`src/rtl/clock_gate_pkg.sv`:
```
// Shared types and sizing helpers for the gated-clock enable sequencer.
package clock_gate_pkg;

    typedef enum logic [1:0] {
        OFF  = 2'd0,
        WAKE = 2'd1,
        ON   = 2'd2,
        HOLD = 2'd3
    } cg_state_t;

    function automatic int unsigned cg_max(input int unsigned a, input int unsigned b);
        return (a > b) ? a : b;
    endfunction

    // One counter serves both wake settle and idle hold-off, so size it for the longer one.
    function automatic int unsigned cg_cnt_width(input int unsigned wake_cycles,
                                                 input int unsigned hold_cycles);
        return $clog2(cg_max(wake_cycles, hold_cycles) + 1);
    endfunction

endpackage

```
`src/rtl/cg_down_counter.sv`:
```
// Loadable down-counter that saturates at zero; shared by the wake and hold phases.
module cg_down_counter
    import clock_gate_pkg::*;
#(
    parameter int unsigned WIDTH = 4
) (
    input  logic             i_clk,
    input  logic             i_rstn,
    input  logic             i_load,
    input  logic [WIDTH-1:0] i_load_val,
    input  logic             i_dec,
    output logic             o_zero
);

    logic [WIDTH-1:0] r_count;

    always_ff @(posedge i_clk or negedge i_rstn) begin
        if (!i_rstn) begin
            r_count <= '0;
        end else if (i_load) begin
            r_count <= i_load_val;
        end else if (i_dec && (r_count != '0)) begin
            r_count <= r_count - 1'b1;
        end
    end

    assign o_zero = (r_count == '0);

endmodule

```
`src/rtl/clock_gate_sequencer.sv`:
```
// Gate-enable sequencer for one gated clock domain: OFF -> WAKE -> ON -> HOLD -> OFF.
// Optional build macro CLKGATE_FORCE_EN adds i_force_on to hold the domain awake.
module clock_gate_sequencer
    import clock_gate_pkg::*;
#(
    parameter int unsigned NUM_REQ     = 4,
    parameter int unsigned WAKE_CYCLES = 4,
    parameter int unsigned HOLD_CYCLES = 8
) (
    input  logic               i_clk,
    input  logic               i_rstn,
`ifdef CLKGATE_FORCE_EN
    input  logic               i_force_on,
`endif
    input  logic [NUM_REQ-1:0] i_req,
    output logic [NUM_REQ-1:0] o_ack,
    output logic               o_gate_en,
    output logic               o_busy,
    output logic [1:0]         o_state
);

    localparam int unsigned   CNT_W     = cg_cnt_width(WAKE_CYCLES, HOLD_CYCLES);
    localparam logic [CNT_W-1:0] WAKE_LOAD = CNT_W'(WAKE_CYCLES - 1);
    localparam logic [CNT_W-1:0] HOLD_LOAD = CNT_W'(HOLD_CYCLES - 1);

    cg_state_t          r_state;
    cg_state_t          w_state_next;
    logic [NUM_REQ-1:0] r_ack;
    logic [NUM_REQ-1:0] w_ack_next;
    logic               r_gate_en;
    logic               r_busy;
    logic               w_force;
    logic               w_want;
    logic               w_cnt_load;
    logic [CNT_W-1:0]   w_cnt_load_val;
    logic               w_cnt_dec;
    logic               w_cnt_zero;

`ifdef CLKGATE_FORCE_EN
    assign w_force = i_force_on;
`else
    assign w_force = 1'b0;
`endif

    // Force behaves like an extra requester for sequencing but is never granted an ack.
    assign w_want = (|i_req) | w_force;

    cg_down_counter #(
        .WIDTH (CNT_W)
    ) u_cnt (
        .i_clk      (i_clk),
        .i_rstn     (i_rstn),
        .i_load     (w_cnt_load),
        .i_load_val (w_cnt_load_val),
        .i_dec      (w_cnt_dec),
        .o_zero     (w_cnt_zero)
    );

    always_comb begin
        w_state_next   = r_state;
        w_ack_next     = '0;
        w_cnt_load     = 1'b0;
        w_cnt_load_val = WAKE_LOAD;
        w_cnt_dec      = 1'b0;
        unique case (r_state)
            OFF: begin
                if (w_want) begin
                    w_state_next   = WAKE;
                    w_cnt_load     = 1'b1;
                    w_cnt_load_val = WAKE_LOAD;
                end
            end
            WAKE: begin
                // A request dropped during wake does not abort; ON then HOLD clean up.
                if (w_cnt_zero) begin
                    w_state_next = ON;
                end else begin
                    w_cnt_dec = 1'b1;
                end
            end
            ON: begin
                w_ack_next = i_req;
                if (!w_want) begin
                    w_state_next   = HOLD;
                    w_cnt_load     = 1'b1;
                    w_cnt_load_val = HOLD_LOAD;
                end
            end
            HOLD: begin
                if (w_want) begin
                    w_state_next = ON;
                end else if (w_cnt_zero) begin
                    w_state_next = OFF;
                end else begin
                    w_cnt_dec = 1'b1;
                end
            end
            default: begin
                w_state_next = OFF;
            end
        endcase
    end

    // Outputs come straight from flops so the gate enable cannot glitch.
    always_ff @(posedge i_clk or negedge i_rstn) begin
        if (!i_rstn) begin
            r_state   <= OFF;
            r_ack     <= '0;
            r_gate_en <= 1'b0;
            r_busy    <= 1'b0;
        end else begin
            r_state   <= w_state_next;
            r_ack     <= w_ack_next;
            r_gate_en <= (w_state_next != OFF);
            r_busy    <= (w_state_next != OFF);
        end
    end

    assign o_ack     = r_ack;
    assign o_gate_en = r_gate_en;
    assign o_busy    = r_busy;
    assign o_state   = r_state;

`ifndef SYNTHESIS
    a_ack_only_on: assert property (@(posedge i_clk) disable iff (!i_rstn)
        (r_ack != '0) |-> (r_state == ON));
    a_gate_tracks_state: assert property (@(posedge i_clk) disable iff (!i_rstn)
        r_gate_en == (r_state != OFF));
`endif

endmodule

```
`config.mk`:
```
export PLATFORM = sky130hd
export DESIGN_NAME = clock_gate_sequencer
export DESIGN_NICKNAME = d
export VERILOG_FILES = /design/src/rtl/clock_gate_pkg.sv /design/src/rtl/cg_down_counter.sv /design/src/rtl/clock_gate_sequencer.sv
export SDC_FILE = /design/constraint.sdc
export NUM_CORES = 1
export LEC_CHECK = 0
export BUFFER_PORTS_ARGS = -buffer_cell sky130_fd_sc_hd__buf_2
export CAP_MARGIN = 20
export CORE_AREA = 2 2 39 41
export CTS_CLUSTER_SIZE = 30
export DETAILED_ROUTE_END_ITERATION = 8
export DIE_AREA = 0 0 41 43
export PLACE_DENSITY = 0.78
export REMOVE_ABC_BUFFERS = 1
export SYNTH_ARGS = -nofsm -noshare
export SYNTH_HDL_FRONTEND = slang
export SYNTH_SLANG_ARGS = --single-unit
```
`constraint.sdc`:
```
create_clock -name i_clk -period 1.98 [get_ports i_clk]
set_input_delay 0.396 -clock i_clk [delete_from_list [all_inputs] [get_ports i_clk]]
set_output_delay 0.396 -clock i_clk [all_outputs]
set_load 0.01 [all_outputs]
```
==> results summary, run 1 <==
The initial cell density of the core is approximately 45%. The total count of hold-check failures in the final report came out at 0. In the post-synthesis netlist, the cell with the most instances is dfrtp_1.

The number of levels in the clock H-tree is 1. Before antenna repair, the detailed router went through 4 iterations. The CTS buffer count is 3.

Sorting the synthesized cells by area gives the leading types as dfrtp_1 44%, buf_6 3.6%, and2_1 3.0%. 14 I/O pins were placed. Global routing used roughly 17% of the available tracks across all layers. The post-layout instance area came out at approximately 730 um2. The number of antenna diodes in the final layout is 0.

The number of global-route vias before repair came out at about 460. Setup repair after global routing left no endpoint under its margin. The region available for standard cell placement spans 1384 um2.

The setup-violating endpoint count in the final report came out at 0. Entering global routing, the biggest net connects 19 pins. The min-delay analysis places its worst path in the category in -> reg.

The netlist area before placement came out at about 620 um2. The flow ran to the end, and the final reports show no timing, DRC or antenna violations. The layout has 128 filler cells. The most critical setup path has its endpoint at u_cnt.r_count[3]. The overall routed net length is between 1000 and 1500 um. The total clock sinks came out at 11. The signal on the critical path passes through inv_1 -> ha_1 -> nor3b_2 -> buf_4 -> o221a_2 -> a311oi_2. The initial antenna violation count came out at 0. The total congestion overflow after global routing is 0. The number of distinct library cells after synthesis came out at 32. The largest voltage drop on the vdd net is 0.0002746 V.

The flop-to-flop setup slack is 0.36 ns. On the worst path, the slowest cell contributes a delay of 0.46 ns. The count of flip-flops with a built-in enable after synthesis came out at 0. The data required time at the worst endpoint came out at 2.16 ns. The depth of the worst register-to-register path is 6. Cells with a size suffix above 1 make up between 30 and 40% of the layout.

The start-to-end type of the worst setup path is reg -> reg. In the routed design, unresolved DRC markers number 0. The smallest clock period supported by the final layout is computed as around 1.6 ns. After the first detailed-routing iteration, the DRC count stood at 8. In the final routed layout, each cell accounts on average for about 13 um. The most area-hungry cell type in the Yosys netlist is dfrtp_1. In this run the critical register-to-register path is launched from u_cnt.r_count[0]. The final design utilization is ~53%. Final hold analysis gives a worst-case slack of 0.3774 ns. The commonest cells after synthesis are 11 x dfrtp_1, 5 x inv_1, 4 x nor2_1. The dominant synthesized flop cell is dfrtp_1.

The detailed placement HPWL came out at between 800 and 900 um. The final clock skew came out at 0.001731 ns. The die covers 1763 um2. The detailed-route vias per instance is approximately 5.3.

The maximum buffer depth of the clock tree came out at 2. The number of nets in the final layout came out at 85. The summed negative setup slack over all endpoints is 0 ns.

The measured slew at the worst slew-check pin is 0.4810 ns. In this run the clock root is driven by a clkbuf_4. In this run the core area contains 14 standard-cell rows. The die is 41 um wide. The multi-input combinational cells in the finished layout cover a total of just under 300 um2. The routed via count came out at between 400 and 500. The count of yosys warnings during synthesis is 0. The number of port buffers came out at 13. Dividing the final minimum period by the clock period gives 81.81%. STA classifies the critical path startpoint as a flop. For this design, the slowest cell found on the critical path is dfrtp_1.

In this run the tightest slew margin relative to its limit is 67.94%. The final count of pins violating max slew was 0. The number of synthesized register bits came out at 11. The leakage power of the design is roughly 0.00032 uW.

The critical path data arrival time is around 1.8 ns. The wire length of the first global-routing pass is 1925 um. The detail route stage leaves a number of antenna-violating nets equal to 0. The global placement routability congestion is 0.8404.

TritonCTS built the clock tree. The worst setup path is captured at a flop. The max-cap check violation count came out at 0. The clock-pin slew of the registers on the worst-case setup and hold paths is 0.07 ns. The area of placed instances came out at between 600 and 700 um2.

The maximum fanout along the worst path is 9. The launch instance of the worst min-delay path is i_req[3]. Synthesis produced a netlist whose cell count is 60. Each instance of the synthesized netlist takes up on average about 10 um2. The clock latency at the later pin of the worst-skew pair came out at around 0.26 ns. The sequential standard cell area came out at about 280 um2. The share of synthesized registers carrying an async set or reset is 100.0%. Of the post-synthesis cell area, the dominant cell type holds about 44%.

In this run the worst setup path begins at u_cnt.r_count[0]. The worst register-to-register path ends at u_cnt.r_count[3]. The chip height is ~43 um.

The power density over the cells is between 700 and 800 nW/um2. The layout overhead on the synthesized area is 17.10%. The sequential element share of the synthesized area is between 40 and 50%. Based on the critical path, the design can be clocked at up to about 620 MHz.
power breakdown:
part           switching [uW]  internal, uW
Combinational            42.0          45.7
Clock                    72.4          77.9
Sequential               28.4           246
Total                     143           369
worst min-delay path by stage:
stage                  endpoint  slack [ns]  depth (start not counted)
2_1_floorplan          o_ack[0]        0.10                          0
3_3_place_gp   u_cnt.r_count[3]        0.27                          1
3_5_place_dp           o_ack[1]        0.28                          1
4_1_cts                o_ack[3]        0.37                          2
5_1_grt                o_ack[3]        0.38                          2
6_report               o_ack[3]        0.38                          2
kinds of logic (layout without fill, tap and decap cells):
| group | count (synthesis) | count (layout) | synth area share, % |
|---|---|---|---|
| simple gates | 22 | 22 | 22.53 |
| compound gates | 18 | 18 | 23.34 |
| flops | 11 | 11 | 44.26 |
| buf+inv | 8 | 25 | 7.848 |
| fa+ha+maj | 1 | 1 | 2.012 |
area by class of cell:
type | instances | area share, %
Multi-Input combinational cell | 41 | 40.89
Sequential cell | 11 | 37.80
Timing Repair Buffer | 16 | 12.37
Clock buffer | 4 | 3.608
Tap cell | 16 | 2.749
Inverter | 5 | 2.577
stage by stage:
step                total power [uW]  setup slack (ns)  cells
global placement               361.5            0.3510     88
floorplan                      329.4            0.4919     57
global route                   544.2            0.2833     93
finish                         512.0            0.3602     93
CTS                            516.8            0.3620     93
detailed placement             364.7            0.3190     88
per-layer routing:
layer	vias to the layer above	GRT usage, %	share of wire [%]
li1	255	-	-
met1	221	21.45	49
met2	14	23.13	43
met3	4	3.141	4.7
met4	0	14.00	3.4
met5	-	0	0
worst max-delay path, delay by kind of cell, from the launching register on:
| kind | cells | cell delay (ns) |
|---|---|---|
| AO/OA/AOI/OAI | 2 | 0.42 |
| AND/OR/NAND/NOR | 1 | 0.17 |
| adder cells (fa/ha/maj) | 1 | 0.25 |
| flip-flops | 1 | 0.46 |
| buffers and inverters | 2 | 0.23 |
state kept, by name, indices dropped and copies added, names as in the netlist:
register	flops
o_ack	4
u_cnt.r_count	4
o_state	2
o_busy	1
timing repair:
action | 4_1_cts | 5_1_grt
setup buffers | 0 | 0
setup endpoints to repair | 0 | 0
hold endpoints to repair | 11 | 0
resized for setup | 0 | 0
hold buffers | 1 | 0
cell usage in the layout, fill, tap and decap left out, drive strengths merged, types with 2 or more instances in the layout:
cell	n
o32ai	2
and2	4
dfrtp	11
nor3	2
a21oi	2
clkbuf	4
a311oi	2
nor2	4
inv	5
nand3b	2
o22ai	3
buf	15
nand2b	3
(Power assumes the default switching activity.)
==> run 2, diff against run 1 <==
ABC_AREA = 1   (was not set)
PLACE_DENSITY = 0.77   (was 0.78)
clock period = 1.5 ns   (was 1.98 ns; I/O delays follow)
==> results summary, run 2 <==
The cell that appears most often on the critical path is nand2_1. The simple-gate portion of the synthesized area came out at 39.46% (+17 points). Compared with the post-synthesis result, the final layout area differs by 19.00%. The core area came out at 1384 um2 (unchanged). The maximum cell stage delay along the critical path is 0.37 ns (-0.09 ns). The final clock skew is 0.005784 ns (+0.004054 ns). The count of flip-flops with a built-in enable after synthesis came out at 0 (unchanged). Summed over all instances, the cell type with the most area after synthesis is dfrtp_1. The library cell used most frequently in the layout, excluding fill and tap cells, is nand2_1. The share of cell area taken by muxes after synthesis came out at 0% (unchanged). The max-cap check violation count came out at 0 (unchanged). Ranked by total cell area, the synthesized netlist is headed by dfrtp_1 46%, nand2_1 10%, inv_1 6.3%.

The netlist area before placement is 599.3 um2 (-3.6%). The endpoint identified for the worst register-to-register timing path is u_cnt.r_count[0]. The run finished with clean final reports.

The post-route fraction of the period consumed by the critical path was 83.41% (+1.6 points). The summed negative setup slack over all endpoints came out at 0 ns (unchanged). The first-pass detailed-route iteration total is 4 (unchanged). The category of the worst setup path capture point is a flop.

The wire length of the first global-routing pass was 1800 um (-6.5%). The average wire per standard cell came out at 10.76 um (-15%). The number of buffer and inverter stages on the critical path is 2 (unchanged).

The detailed placement HPWL came out at 895.4 um (+7.1%). The share of synthesized registers carrying an async set or reset came to 100.0% (unchanged). The maximum number of pins on one net before global-route repair came to 12 (-7).

The root cell of the clock tree is clkbuf_4. The post-synthesis instance total came out at 71 (+18%). The final count of pins violating max slew came out at 0 (unchanged). The number of diodes added for antenna fixing is 0 (unchanged). The total number of cells along the worst setup path is 8 (+2). The critical path data arrival time came to 1.40 ns (-0.40 ns). TritonCTS built the clock tree. Setup repair after global routing left no endpoint under its margin. The maximum buffer depth of the clock tree came out at 2 (unchanged). The number of global-route vias before repair is 445 (-4.1%). The xor-xnor portion of the synthesized cell area came out at 1.461% (+1.5 points). The count of yosys warnings during synthesis came out at 0 (unchanged).

The detailed-route vias per instance was 4.769 (-10%). The data required time at the worst endpoint is 1.65 ns (-0.51 ns). In this run the critical register-to-register path is launched from u_cnt.r_count[0]. The main combinational cell family by area after synthesis is simple AND/OR/NAND/NOR gates. The ratio of cells with drive above 1 in the final layout came out at 32.95% (-0.81 points). The measured slew at the worst slew-check pin is 0.2566 ns (-0.2243 ns). The total global-route track usage is 15.72% (-1.1 points).

The number of synthesized register bits is 11 (unchanged). Following the worst setup path forward leads to its endpoint at u_cnt.r_count[0]. The routed via count is 496 (+0.40%). The path class of the tightest hold or removal check is in -> reg. The flop-to-flop setup slack is 0.25 ns (-0.11 ns). The number of distinct library cells after synthesis came out at 20 (-38%). The sequential element share of the synthesized area came out at 45.93% (+1.7 points). The maximum fanout along the worst path came out at 3 (-6). The initial antenna violation count is 0 (unchanged).

The fraction of the mapped netlist area in adder cells is 2.088% (+0.076 points). The global placement routability congestion is 0.7342 (-13%). The largest voltage drop on the vdd net is 0.0006419 V (+130%). The chip height is 43 um (unchanged). The initial detailed-routing violation count was 5 (-3). The setup path with the least slack is of type reg -> reg.

The overall routed net length came out at 1119 um (-4.9%). The depth of the worst register-to-register path came out at 8 (+2). The die area came out at 1763 um2 (unchanged). The wire length on met2 was 593 um (+18%).

The synthesized area per cell is 8.441 um2 (-19%). The post-route minimum period was 1.251 ns (-0.3687 ns). STA classifies the critical path startpoint as a flop. The sum of met3 wire segment lengths after detailed routing is 29 um (-47%). The worst setup path startpoint is u_cnt.r_count[0]. The relative slew slack came out at 82.89% (+15 points). The clock latency at the later pin of the worst-skew pair is 0.27 ns (about the same). The dominant synthesized flop cell is dfrtp_1.

The total count of hold-check failures in the final report is 0 (unchanged). The quantity of gates resized following cts came to 0 (unchanged). The number of nets still failing antenna checks after routing came out at 0 (unchanged). Walking the worst path, the cells encountered are inv_1 -> ha_1 -> nand2_1 -> nand2_1 -> inv_1 -> nand2_1 -> nand2_1 -> nand3_1.

The library cells used most frequently in the layout, excluding fill and tap cells, are 16 x nand2_1, 13 x buf_2, 11 x dfrtp_1. The power density over the cells came to 1944 nW/um2 (+180%). The total congestion overflow after global routing was 0 (unchanged). The leakage power of the design is 0.0003990 uW (+25%). The initial cell density of the core is 43.31% (-1.6 points). The highest metal layer used by the detailed router is met4. The number of nets in the final layout came out at 96 (+13%). The number of levels in the clock H-tree is 1 (unchanged). Yosys instantiated no cell more often than nand2_1. The final design utilization is 51.54% (-1.1 points). The top-level I/O count is 14 (unchanged). The number of post-CTS setup repair buffers is 0 (unchanged). The CTS buffer count came to 3 (unchanged). The number of remaining DRC errors is 0 (unchanged). The slowest stage of the critical path belongs to the cell dfrtp_1. Broken down by cell family, the worst path's largest delay share belongs to flip-flops. The fmax was 799.3 MHz (+29%). The area share of the largest cell type after synthesis is 45.93% (+1.7 points). The met1 wire length is 448 um (-22%).

The setup-violating endpoint count in the final report is 0 (unchanged). The clock-pin slew of the registers on the worst-case setup and hold paths is 0.07 ns (about the same). The total clock sinks is 11 (unchanged). After synthesis, the most frequently instantiated cells are 16 x nand2_1, 11 x dfrtp_1, 10 x inv_1.

The number of port buffers is 13 (unchanged). The number of cell rows was 14 (unchanged). The compound-gate portion of the synthesized area is 1.670% (-22 points). The horizontal die dimension came out at 41 um (unchanged).
run 2: cell types whose count changed in the layout (fill, tap and decap cells not counted), moves of 3 or more:
cell / previous run / this run
nand2_1: 1 / 16
inv_1: 5 / 10
nand3_1: 1 / 6
and2_1: 3 / 0
nand2_2: 0 / 3
nand2b_1: 3 / 0
o22ai_1: 3 / 0
run 2: worst reg2reg max path, cell delays in order (launching register included):
cell and delay, ns:
dfrtp_1 0.37, inv_1 0.07, ha_1 0.25, nand2_1 0.09, nand2_1 0.06, inv_1 0.09
nand2_1 0.07, nand2_1 0.06, nand3_1 0.08
run 2: power by group:
group	internal (uW)	leakage, uW	switching (uW)
Clock	103	0.0000150	103
Combinational	258	0.000250	413
Sequential	411	0.000134	98.3
run 2: cell families after synthesis:
group / after synthesis
compound gates: 2
xor+xnor: 1
fa+ha+maj: 1
buf+inv: 14
flops: 11
simple gates: 42
run 2: repair_timing:
item	4_1_cts	5_1_grt
hold buffers	1	0
endpoints found under the setup margin	0	0
hold endpoints to repair	11	0
run 2: worst min path at each step:
stage               slack, ns  depth (start not counted)        to     start
floorplan               0.004                          0  o_ack[0]    i_rstn
CTS                      0.26                          3  o_ack[0]  i_req[0]
finish                   0.26                          3  o_ack[0]  i_req[0]
global route             0.26                          3  o_ack[0]  i_req[0]
global placement         0.18                          1  o_ack[1]    i_rstn
detailed placement       0.18                          1  o_ack[2]    i_rstn
run 2: cell type report:
cell class / count / area, um2
clock buffers: 4 / 26.28
fillers: 137 / 670.6
inverters: 13 / 48.80
multi-input cells: 46 / 267.8
flip-flops and latches: 11 / 275.3
well taps: 16 / 20.02
repair buffers: 14 / 75.07
run 2: per-stage QoR:
step                worst slack [ns]  hold slack, ns  power (uW)  cells  cell area (um2)
floorplan                     0.3690        0.004409       989.8     70            591.8
global placement              0.2927          0.1786        1151     99            676.9
detailed placement            0.2330          0.1841        1191     99            676.9
CTS                           0.2234          0.2605        1401    104            713.2
global route                  0.1137          0.2615        1501    104            713.2
finish                        0.2488          0.2573        1386    104            713.2
run 2: per-layer routing:
| metal | track usage, % | up-vias |
|---|---|---|
| li1 | - | 251 |
| met1 | 16.94 | 229 |
| met2 | 25.00 | 11 |
| met3 | 1.571 | 5 |
| met4 | 14.00 | 0 |
| met5 | 0 | - |
